## config.mk

```make
export PLATFORM = sky130hd
export DESIGN_NAME = intr_ctrl
export DESIGN_NICKNAME = d
export VERILOG_FILES = /design/src/rtl/intr_ctrl.sv
export SDC_FILE = /design/constraint.sdc
export NUM_CORES = 1
export LEC_CHECK = 0
export ABC_CLOCK_PERIOD_IN_PS = 3700
export CAP_MARGIN = 20
export CORE_ASPECT_RATIO = 2
export CORE_MARGIN = 2
export CORE_UTILIZATION = 45
export CTS_BUF_LIST = sky130_fd_sc_hd__clkbuf_16
export DETAILED_ROUTE_END_ITERATION = 7
export GPL_TIMING_DRIVEN = 0
export PLACE_DENSITY = 0.82
export SYNTH_ARGS = -nofsm -noshare
export SYNTH_HDL_FRONTEND = slang
export SYNTH_SLANG_ARGS = --single-unit
```

## constraint.sdc

```tcl
create_clock -name sys_clk -period 3.7 [get_ports sys_clk]
set_input_delay 0.74 -clock sys_clk [delete_from_list [all_inputs] [get_ports sys_clk]]
set_output_delay 0.74 -clock sys_clk [all_outputs]
set_load 0.02 [all_outputs]
```

## src/rtl/intr_ctrl.sv

```systemverilog
// intr_ctrl: multi-channel interrupt controller.
// Latches peripheral requests (per-channel edge or level mode, per-channel
// enable), picks the lowest-index enabled request, and runs a
// request / acknowledge / end-of-interrupt handshake with the MCU.
// Software sees four 32-bit registers on the IO bus, selected by Address[3:2]:
//   0 PENDING (read, write-1-to-clear)
//   1 MASK    (read/write, 1 = channel enabled)
//   2 MODE    (read/write, 1 = level-sensitive, 0 = rising-edge)
//   3 VECTOR  (read; any write signals end-of-interrupt)
module intr_ctrl #(
    parameter int unsigned         NUM_CH      = 8,
    parameter logic [NUM_CH-1:0]   LEVEL_MASK  = '0,
    parameter logic [31:0]         SPURIOUS_ID = 32'hFFFF_FFFF
) (
    input  logic              sys_clk,
    input  logic              reset,
    input  logic [NUM_CH-1:0] irq,
    input  logic              IO_cs,
    input  logic              IO_rd,
    input  logic              IO_wr,
    input  logic [31:0]       Address,
    input  logic [31:0]       wr_data,
    output logic [31:0]       rd_data,
    output logic              INTR,
    input  logic              INT_ACK
);

    // Handshake states.
    localparam logic [1:0] ST_IDLE    = 2'd0;
    localparam logic [1:0] ST_REQ     = 2'd1;
    localparam logic [1:0] ST_SERVICE = 2'd2;

    // Register select values on Address[3:2].
    localparam logic [1:0] SEL_PENDING = 2'd0;
    localparam logic [1:0] SEL_MASK    = 2'd1;
    localparam logic [1:0] SEL_MODE    = 2'd2;
    localparam logic [1:0] SEL_VECTOR  = 2'd3;

    // ------------------------------------------------------------------
    // State registers and their next-state values
    // ------------------------------------------------------------------
    logic [NUM_CH-1:0] irq_q;
    logic [NUM_CH-1:0] pend_q,  pend_d;
    logic [NUM_CH-1:0] mask_q,  mask_d;
    logic [NUM_CH-1:0] mode_q,  mode_d;
    logic [31:0]       vec_q,   vec_d;
    logic [31:0]       rd_q,    rd_d;
    logic [1:0]        state_q, state_d;
    logic              intr_q,  intr_d;

    // ------------------------------------------------------------------
    // Bus decode
    // ------------------------------------------------------------------
    logic       wr_en;
    logic       rd_en;
    logic [1:0] reg_sel;
    logic       eoi_wr;
    logic       pend_wr;

    assign wr_en   = IO_cs & IO_wr;
    // A simultaneous write takes precedence; the read is dropped.
    assign rd_en   = IO_cs & IO_rd & ~IO_wr;
    assign reg_sel = Address[3:2];
    assign eoi_wr  = wr_en && (reg_sel == SEL_VECTOR);
    assign pend_wr = wr_en && (reg_sel == SEL_PENDING);

    // Address bits outside [3:2] and write-data bits above NUM_CH carry no meaning.
    logic unused_addr;
    assign unused_addr = ^{Address[31:4], Address[1:0]};

    generate
        if (NUM_CH < 32) begin : g_unused_wr
            logic unused_wr_hi;
            assign unused_wr_hi = ^wr_data[31:NUM_CH];
        end
    endgenerate

    // ------------------------------------------------------------------
    // Priority selection: lowest-index enabled pending channel wins.
    // ------------------------------------------------------------------
    logic [NUM_CH-1:0] eligible;
    logic [NUM_CH-1:0] win_onehot;
    logic [31:0]       win_idx;
    logic              win_found;

    assign eligible   = pend_q & mask_q;
    // Isolating the lowest set bit gives the winner as a one-hot vector.
    assign win_onehot = eligible & (~eligible + 1'b1);
    assign win_found  = |eligible;

    // Encode the winning channel number; scanning downward leaves the lowest index.
    always_comb begin
        // NOTE: every variable written here gets a default first, so no path
        // leaves it unassigned and no latch is inferred.
        win_idx = '0;
        for (int i = NUM_CH - 1; i >= 0; i--) begin
            if (eligible[i]) begin
                win_idx = 32'(i);
            end
        end
    end

    // ------------------------------------------------------------------
    // Handshake FSM and vector capture
    // ------------------------------------------------------------------
    logic              ack_take;
    logic [NUM_CH-1:0] ack_clear;

    // Next handshake state, vector and the pending bit consumed by an acknowledge.
    always_comb begin
        state_d   = state_q;
        vec_d     = vec_q;
        ack_take  = 1'b0;
        unique case (state_q)
            ST_IDLE: begin
                if (win_found) begin
                    state_d = ST_REQ;
                end
            end
            ST_REQ: begin
                // INTR stays up even if the request vanishes; only the
                // acknowledge decides between a real and a spurious vector.
                if (INT_ACK) begin
                    if (win_found) begin
                        vec_d    = win_idx;
                        ack_take = 1'b1;
                        state_d  = ST_SERVICE;
                    end else begin
                        vec_d    = SPURIOUS_ID;
                        state_d  = ST_IDLE;
                    end
                end
            end
            ST_SERVICE: begin
                if (eoi_wr) begin
                    state_d = ST_IDLE;
                end
            end
            default: begin
                state_d = ST_IDLE;
            end
        endcase
    end

    // Only edge-mode channels are consumed by the acknowledge; a level
    // channel keeps following its input line.
    assign ack_clear = ack_take ? (win_onehot & ~mode_q) : '0;

    assign intr_d = (state_d == ST_REQ);

    // ------------------------------------------------------------------
    // Request capture and software-visible registers
    // ------------------------------------------------------------------
    logic [NUM_CH-1:0] rise;
    logic [NUM_CH-1:0] w1c;
    logic [NUM_CH-1:0] edge_next;

    assign rise = irq & ~irq_q;
    assign w1c  = pend_wr ? wr_data[NUM_CH-1:0] : '0;
    // A fresh edge outranks a clear (software or acknowledge) in the same cycle.
    assign edge_next = (pend_q & ~w1c & ~ack_clear) | rise;

    // Pending, enable and mode next values.
    always_comb begin
        pend_d = (mode_q & irq) | (~mode_q & edge_next);
        mask_d = mask_q;
        mode_d = mode_q;
        if (wr_en && (reg_sel == SEL_MASK)) begin
            mask_d = wr_data[NUM_CH-1:0];
        end
        if (wr_en && (reg_sel == SEL_MODE)) begin
            mode_d = wr_data[NUM_CH-1:0];
        end
    end

    // Read data mux; rd_data holds its previous value when no read is accepted.
    always_comb begin
        rd_d = rd_q;
        if (rd_en) begin
            unique case (reg_sel)
                SEL_PENDING: rd_d = 32'(pend_q);
                SEL_MASK:    rd_d = 32'(mask_q);
                SEL_MODE:    rd_d = 32'(mode_q);
                SEL_VECTOR:  rd_d = vec_q;
                default:     rd_d = '0;
            endcase
        end
    end

    // Register update with synchronous active-low reset.
    always_ff @(posedge sys_clk) begin
        // NOTE: non-blocking assignments so every register samples the values
        // from before this edge, regardless of statement order.
        if (!reset) begin
            irq_q   <= '0;
            pend_q  <= '0;
            mask_q  <= '0;
            mode_q  <= LEVEL_MASK;
            vec_q   <= SPURIOUS_ID;
            rd_q    <= '0;
            state_q <= ST_IDLE;
            intr_q  <= 1'b0;
        end else begin
            irq_q   <= irq;
            pend_q  <= pend_d;
            mask_q  <= mask_d;
            mode_q  <= mode_d;
            vec_q   <= vec_d;
            rd_q    <= rd_d;
            state_q <= state_d;
            intr_q  <= intr_d;
        end
    end

    assign rd_data = rd_q;
    assign INTR    = intr_q;

endmodule

```

==> results.toml, run 1 <==
[final_layout]
drive_gt1_share_pct = 16.4
layout.nets = 401
area_growth_pct = 32.9
fillers = 442
diodes = 0
final-seq-area_um2 = 961
multi_input_area_um2 = 1210

[outcome]
status = "completed"

[setup_path]
crit_arrival_ps = 1880
cpMaxStageDelayCell = "dfxtp_1"
worst_setup_path_end_kind = "primary output"
cp-start-kind = "flop"
crit_type = "flop to primary output"
crit_fanout = 25
cpPeakStageDelay_ps = 770
r2r_slack_ps = 2050
crit_chain = "buf_4 > clkdlybuf4s50_1"
required_ps = 2960

[cts]
cts_htree_levels = 2
cts-buffers-inserted = 5
cts_root_buffer = "clkbuf_16"
clockBufferDepth = 2
cts.clk_slew.worst_paths_ps = 70
clkSinkCount = 48
clk-insertion-delay-late_ps = 290
cts_setup_buffers = 0
cts_tree = "built"
cts_hold_buf = 0
ctsResizeCount = 0

[yosys]
synth.area.top_cells = "dfxtp_1 (40%), nand2_1 (11%), buf_4 (7.2%)"
synth_seq_area_share_pct = 40.0
synth_ff_type = "dfxtp_1"
synth_top_area_share_pct = 40.0
syn_area_um2 = 2400
synth_edf_count = 0
synth_async_sr_flop_share_pct = 0
syn_area_per_cell_um2 = 9.20
ys_warn_count = 0
syn-num-nets = 339
ys_ff_latch = 48
synth_cells = 261
yosys.area.top_type = "dfxtp_1"
yosysUniqueCellTypes = 44

[drt]
viasPerCell = 5.57
drc = 0
initialDrtViolationCount = 70
first_pass_iters = 4
ant_nets = 0
wirelength_mm = 5.98
vias = 2129
wl_per_cell_um = 15.7

[sta]
fmax_mhz = 381
fin_hold_ws_ps = 461
skew_ps = 6.95
hold_viol_final = 0
report.final.slew_viol_count = 0
setup_viol = 0
min_period_ps = 2620
rsz0062_at_grt = "no"
fin_crit_sh_pct = 70.9
slew_headroom_pct = 53.6
tightest_slew_ps = 692
finalSetupTns_ps = 0

[grt]
first_global_vias = 2234
grt_start_max_net_pins = 26
grt_first_pass_wirelength_mm = 10.4
grt_antenna_before_repair = 0
grt_overflow_total = 0
grtUsageTotal_pct = 22.2

[power_and_ir_drop]
power_mw = 1.22
net-switching-power_mw = 0.282
power.density_nw_per_um2 = 382
ir_worst_vdd_uv = 373
internal_power_mw = 0.938
combPwrFrac_pct = 12.1
p_clk_share_pct = 42.0
netSwitchingFraction_pct = 23.1
pwr-share-seq_pct = 45.8
leakage_nw = 1.22

[place]
port-buffer-count = 55
dpl.hpwl_mm = 4.54
gp_congestion = 0.889

[min_path]
hold_class = "flop to flop"

[floorplan]
fp.dieH_um = 107
core_um2 = 5140
die_w_um = 55.7
die_area_um2 = 5970
rows = 37
io_pins = 111
start_util_pct = 46.7

[flow_run]
cap_violations = 0
cells by family after synthesis:
family | share of synthesized area, %
simple gates | 24.2
compound gates | 18.1
flops | 40.0
buf+inv | 9.64
mux | 8.07
metrics by stage:
step                      cell area (µm²)  std cells  worst slack, ps  util, %
final                                3190        382             1080     62.1
after global routing                 3190        382              948     62.1
after CTS                            3190        382             1040     62.1
after detailed placement             3030        374             1130     58.9
after global placement               3030        374             1170     58.9
after floorplan                      2400        261             1900        -
cell usage in the layout (no fill, tap or decap), types with 6 or more instances in the layout:
cell type / count
nand2_1: 69
clkdlybuf4s50_1: 55
dfxtp_1: 48
buf_4: 23
a21boi_0: 19
and2_1: 9
o21ai_0: 8
mux4_2: 7
clkbuf_1: 6
a21boi_1: 6
metal layers:
layer / GRT usage [%] / share of wire, %
met1: 21.1 / 34
met2: 43.0 / 57
met3: 3.73 / 5.7
met4: 12.9 / 3.6
met5: 0 / 0
worst max-delay path, delay by kind of cell, from the launching register on:
kind | cells | cell delay, ps
buffers and inverters | 2 | 820
flip-flops | 1 | 770
sequential cells by signal, summed over array words and instances (netlist names):
signal	cells
INTR	1
pend_q	8
rd_data	9
mask_q	8
irq_q	8
mode_q	8
vec_q	4
state_q	2
final timing paths:
kind / from / to / cells after the start
worst min-delay path: rd_data[1]$_SDFFE_PN0P_ / rd_data[1]$_SDFFE_PN0P_ / 2
worst min register to register: rd_data[1]$_SDFFE_PN0P_ / rd_data[1]$_SDFFE_PN0P_ / 2
worst max-delay path: rd_data[30]$_SDFFE_PN0P_ / rd_data[12] / 2
worst max register to register: pend_q[1]$_SDFF_PN0_ / pend_q[6]$_SDFF_PN0_ / 4
synthesized netlist by cell type, types with 2 or more instances:
master and instances:
a21boi_0 19, o21ai_1 3, nand3_1 3, nand4b_1 2
buf_4 23, nand2_1 69, nor3_1 3, and2_1 9
o21ai_0 8, dfxtp_1 48, a211o_1 4, nor3b_2 2
inv_1 4, a2111oi_0 4, nor3b_1 2, nor2_1 4
and3b_1 3, mux4_2 7, a21boi_1 6, clkbuf_1 6
nand2b_1 4, a22o_4 2, buf_2 2, a21o_1 4
power by group through the flow:
stage          sequential, mW  clock (mW)  combinational [mW]
2_1_floorplan           0.569           0              0.0823
5_1_grt                 0.561       0.542               0.161
4_1_cts                 0.559       0.515               0.149
3_5_place_dp            0.570           0               0.148
6_report                0.559       0.513               0.148
3_3_place_gp            0.569           0               0.145
cell type report:
| cell class | count | area share (%) |
|---|---|---|
| clock inverter | 3 | 1.33 |
| buffer | 32 | 6.78 |
| clock buffer | 5 | 3.92 |
| multi-input combinational | 177 | 37.9 |
| sequential | 48 | 30.1 |
| timing repair buffer | 55 | 17.2 |
| inverter | 4 | 0.470 |
| tap | 58 | 2.27 |
Power figures use the tool's default switching activity.
==> run 2, diff against run 1 <==
==> config.mk (replaced) <==
export PLATFORM = sky130hd
export DESIGN_NAME = intr_ctrl
export DESIGN_NICKNAME = d
export VERILOG_FILES = /design/src/rtl/intr_ctrl.sv
export SDC_FILE = /design/constraint.sdc
export NUM_CORES = 1
export LEC_CHECK = 0
export ABC_CLOCK_PERIOD_IN_PS = 2700
export CAP_MARGIN = 20
export CORE_ASPECT_RATIO = 2
export CORE_MARGIN = 2
export CORE_UTILIZATION = 41
export CTS_BUF_LIST = sky130_fd_sc_hd__clkbuf_16
export DETAILED_ROUTE_END_ITERATION = 7
export GPL_TIMING_DRIVEN = 0
export PLACE_DENSITY = 0.76
export SYNTH_ARGS = -nofsm -noshare
export SYNTH_HDL_FRONTEND = slang
export SYNTH_SLANG_ARGS = --single-unit
==> constraint.sdc (replaced) <==
create_clock -name sys_clk -period 2.7 [get_ports sys_clk]
set_input_delay 0.54 -clock sys_clk [delete_from_list [all_inputs] [get_ports sys_clk]]
set_output_delay 0.54 -clock sys_clk [all_outputs]
set_load 0.02 [all_outputs]
==> results.toml, run 2 (synthesis results as in run 1) <==
[place]
gp_congestion = 0.884
port-buffer-count = 55
pre_cts_slack_ps = 295
dpl_cell_area_um2 = 3030
dp.cells = 377
dpl.hpwl_mm = 4.67

[drt]
initialDrtViolationCount = 38
vias = 2090
wirelength_mm = 6.08
first_pass_iters = 4
viasPerCell = 5.43
drc = 0
ant_nets = 0
wl_per_cell_um = 15.8

[cts]
cts-buffers-inserted = 5
cts_setup_buffers = 0
cts_hold_buf = 0
cts_root_buffer = "clkbuf_16"
clkSinkCount = 48
cts_htree_levels = 2
ctsResizeCount = 0
clockBufferDepth = 2
cts.clk_slew.worst_paths_ps = 60
cts_tree = "built"
clk-insertion-delay-late_ps = 300

[final_layout]
diodes = 0
instances_no_fill = 385
multi_input_area_um2 = 1210
drive_gt1_share_pct = 15.4
fin_area_um2 = 3170
layout_common_cells = "nand2_1 (69), clkdlybuf4s50_1 (55), dfxtp_1 (48)"
largest_reg_flops = 9
layout.nets = 401
fillers = 515
layout_commonest_cell = "nand2_1"
final-seq-area_um2 = 961
fin_util_pct = 55.4
area_growth_pct = 31.8

[setup_path]
crit_type = "flop to primary output"
worst_setup_path_end_kind = "primary output"
required_ps = 2160
crit_chain = "buf_4 > clkdlybuf4s50_1"
cp-start-kind = "flop"
cpPeakStageDelay_ps = 770
crit_fanout = 25
cpMaxStageDelayCell = "dfxtp_1"
crit_arrival_ps = 1890

[power_and_ir_drop]
ir_worst_vdd_uv = 574
internal_power_mw = 1.18
power.density_nw_per_um2 = 493
leakage_nw = 1.21
netSwitchingFraction_pct = 24.1
power_mw = 1.56
net-switching-power_mw = 0.375
p_clk_share_pct = 37.8
pwr-share-seq_pct = 49.2
combPwrFrac_pct = 13.0

[floorplan]
core_um2 = 5710
die_area_um2 = 6520
fp.dieH_um = 112
start_util_pct = 42.1
die_w_um = 58.1
rows = 39
io_pins = 111

[sta]
finalSetupTns_ps = 0
hold_viol_final = 0
skew_ps = 8.59
fmax_mhz = 412
rsz0062_at_grt = "no"
fin_crit_sh_pct = 89.9
min_period_ps = 2430
report.final.slew_viol_count = 0
fin_hold_ws_ps = 459
slew_headroom_pct = 53.4
tightest_slew_ps = 698
setup_viol = 0
fin_ws_ps = 273

[grt]
grt_antenna_before_repair = 0
grt_overflow_total = 0
first_global_vias = 2091
grt_start_max_net_pins = 26
grt_first_pass_wirelength_mm = 9.85
grtUsageTotal_pct = 20.1

[flow_run]
cap_violations = 0

[outcome]
status = "completed"

[min_path]
hold_class = "flop to flop"
==> run 2: changes by cell type in the layout (fill, tap and decap cells not counted), sizes merged <==
cell and delta:
clkinvlp -1, inv +2, bufinv -1
==> run 2: path summary, 6_finish.rpt <==
path                                 start                      end  slack (ps)  cells after the start
setup reg to reg     state_q[0]$_SDFF_PN0_     pend_q[6]$_SDFF_PN0_        1170                      4
hold reg to reg    rd_data[5]$_SDFFE_PN0P_  rd_data[5]$_SDFFE_PN0P_         460                      2
setup / recovery  rd_data[30]$_SDFFE_PN0P_              rd_data[20]         270                      2
hold / removal     rd_data[5]$_SDFFE_PN0P_  rd_data[5]$_SDFFE_PN0P_         460                      2
==> run 2: worst max-delay path: cells and delay by family, from the launching register on <==
| family | cells | cell delay [ps] |
|---|---|---|
| buf+inv | 2 | 810 |
| flops | 1 | 770 |
==> run 2: area by class of cell <==
| class | count | share of cell area, % |
|---|---|---|
| buffer | 32 | 6.84 |
| clock buffer | 5 | 3.95 |
| clock inverter | 3 | 0.356 |
| inverter | 4 | 0.474 |
| multi-input combinational | 177 | 38.2 |
| sequential | 48 | 30.4 |
| tap | 61 | 2.41 |
| timing repair buffer | 55 | 17.4 |
==> run 2: power groups by stage <==
| stage | registers, mW | clock network [mW] | logic [mW] |
|---|---|---|---|
| 2_1_floorplan | 0.779 | 0 | 0.113 |
| 3_3_place_gp | 0.781 | 0 | 0.199 |
| 3_5_place_dp | 0.783 | 0 | 0.203 |
| 4_1_cts | 0.767 | 0.598 | 0.204 |
| 5_1_grt | 0.772 | 0.623 | 0.219 |
| 6_report | 0.767 | 0.590 | 0.203 |
==> run 2: per-layer routing <==
metal	GRT usage (%)	up-vias	share of wire (%)
li1	-	1012	-
met1	18.3	974	34
met2	37.9	79	55
met3	4.03	25	6.0
met4	12.9	0	5.2
met5	0	-	0
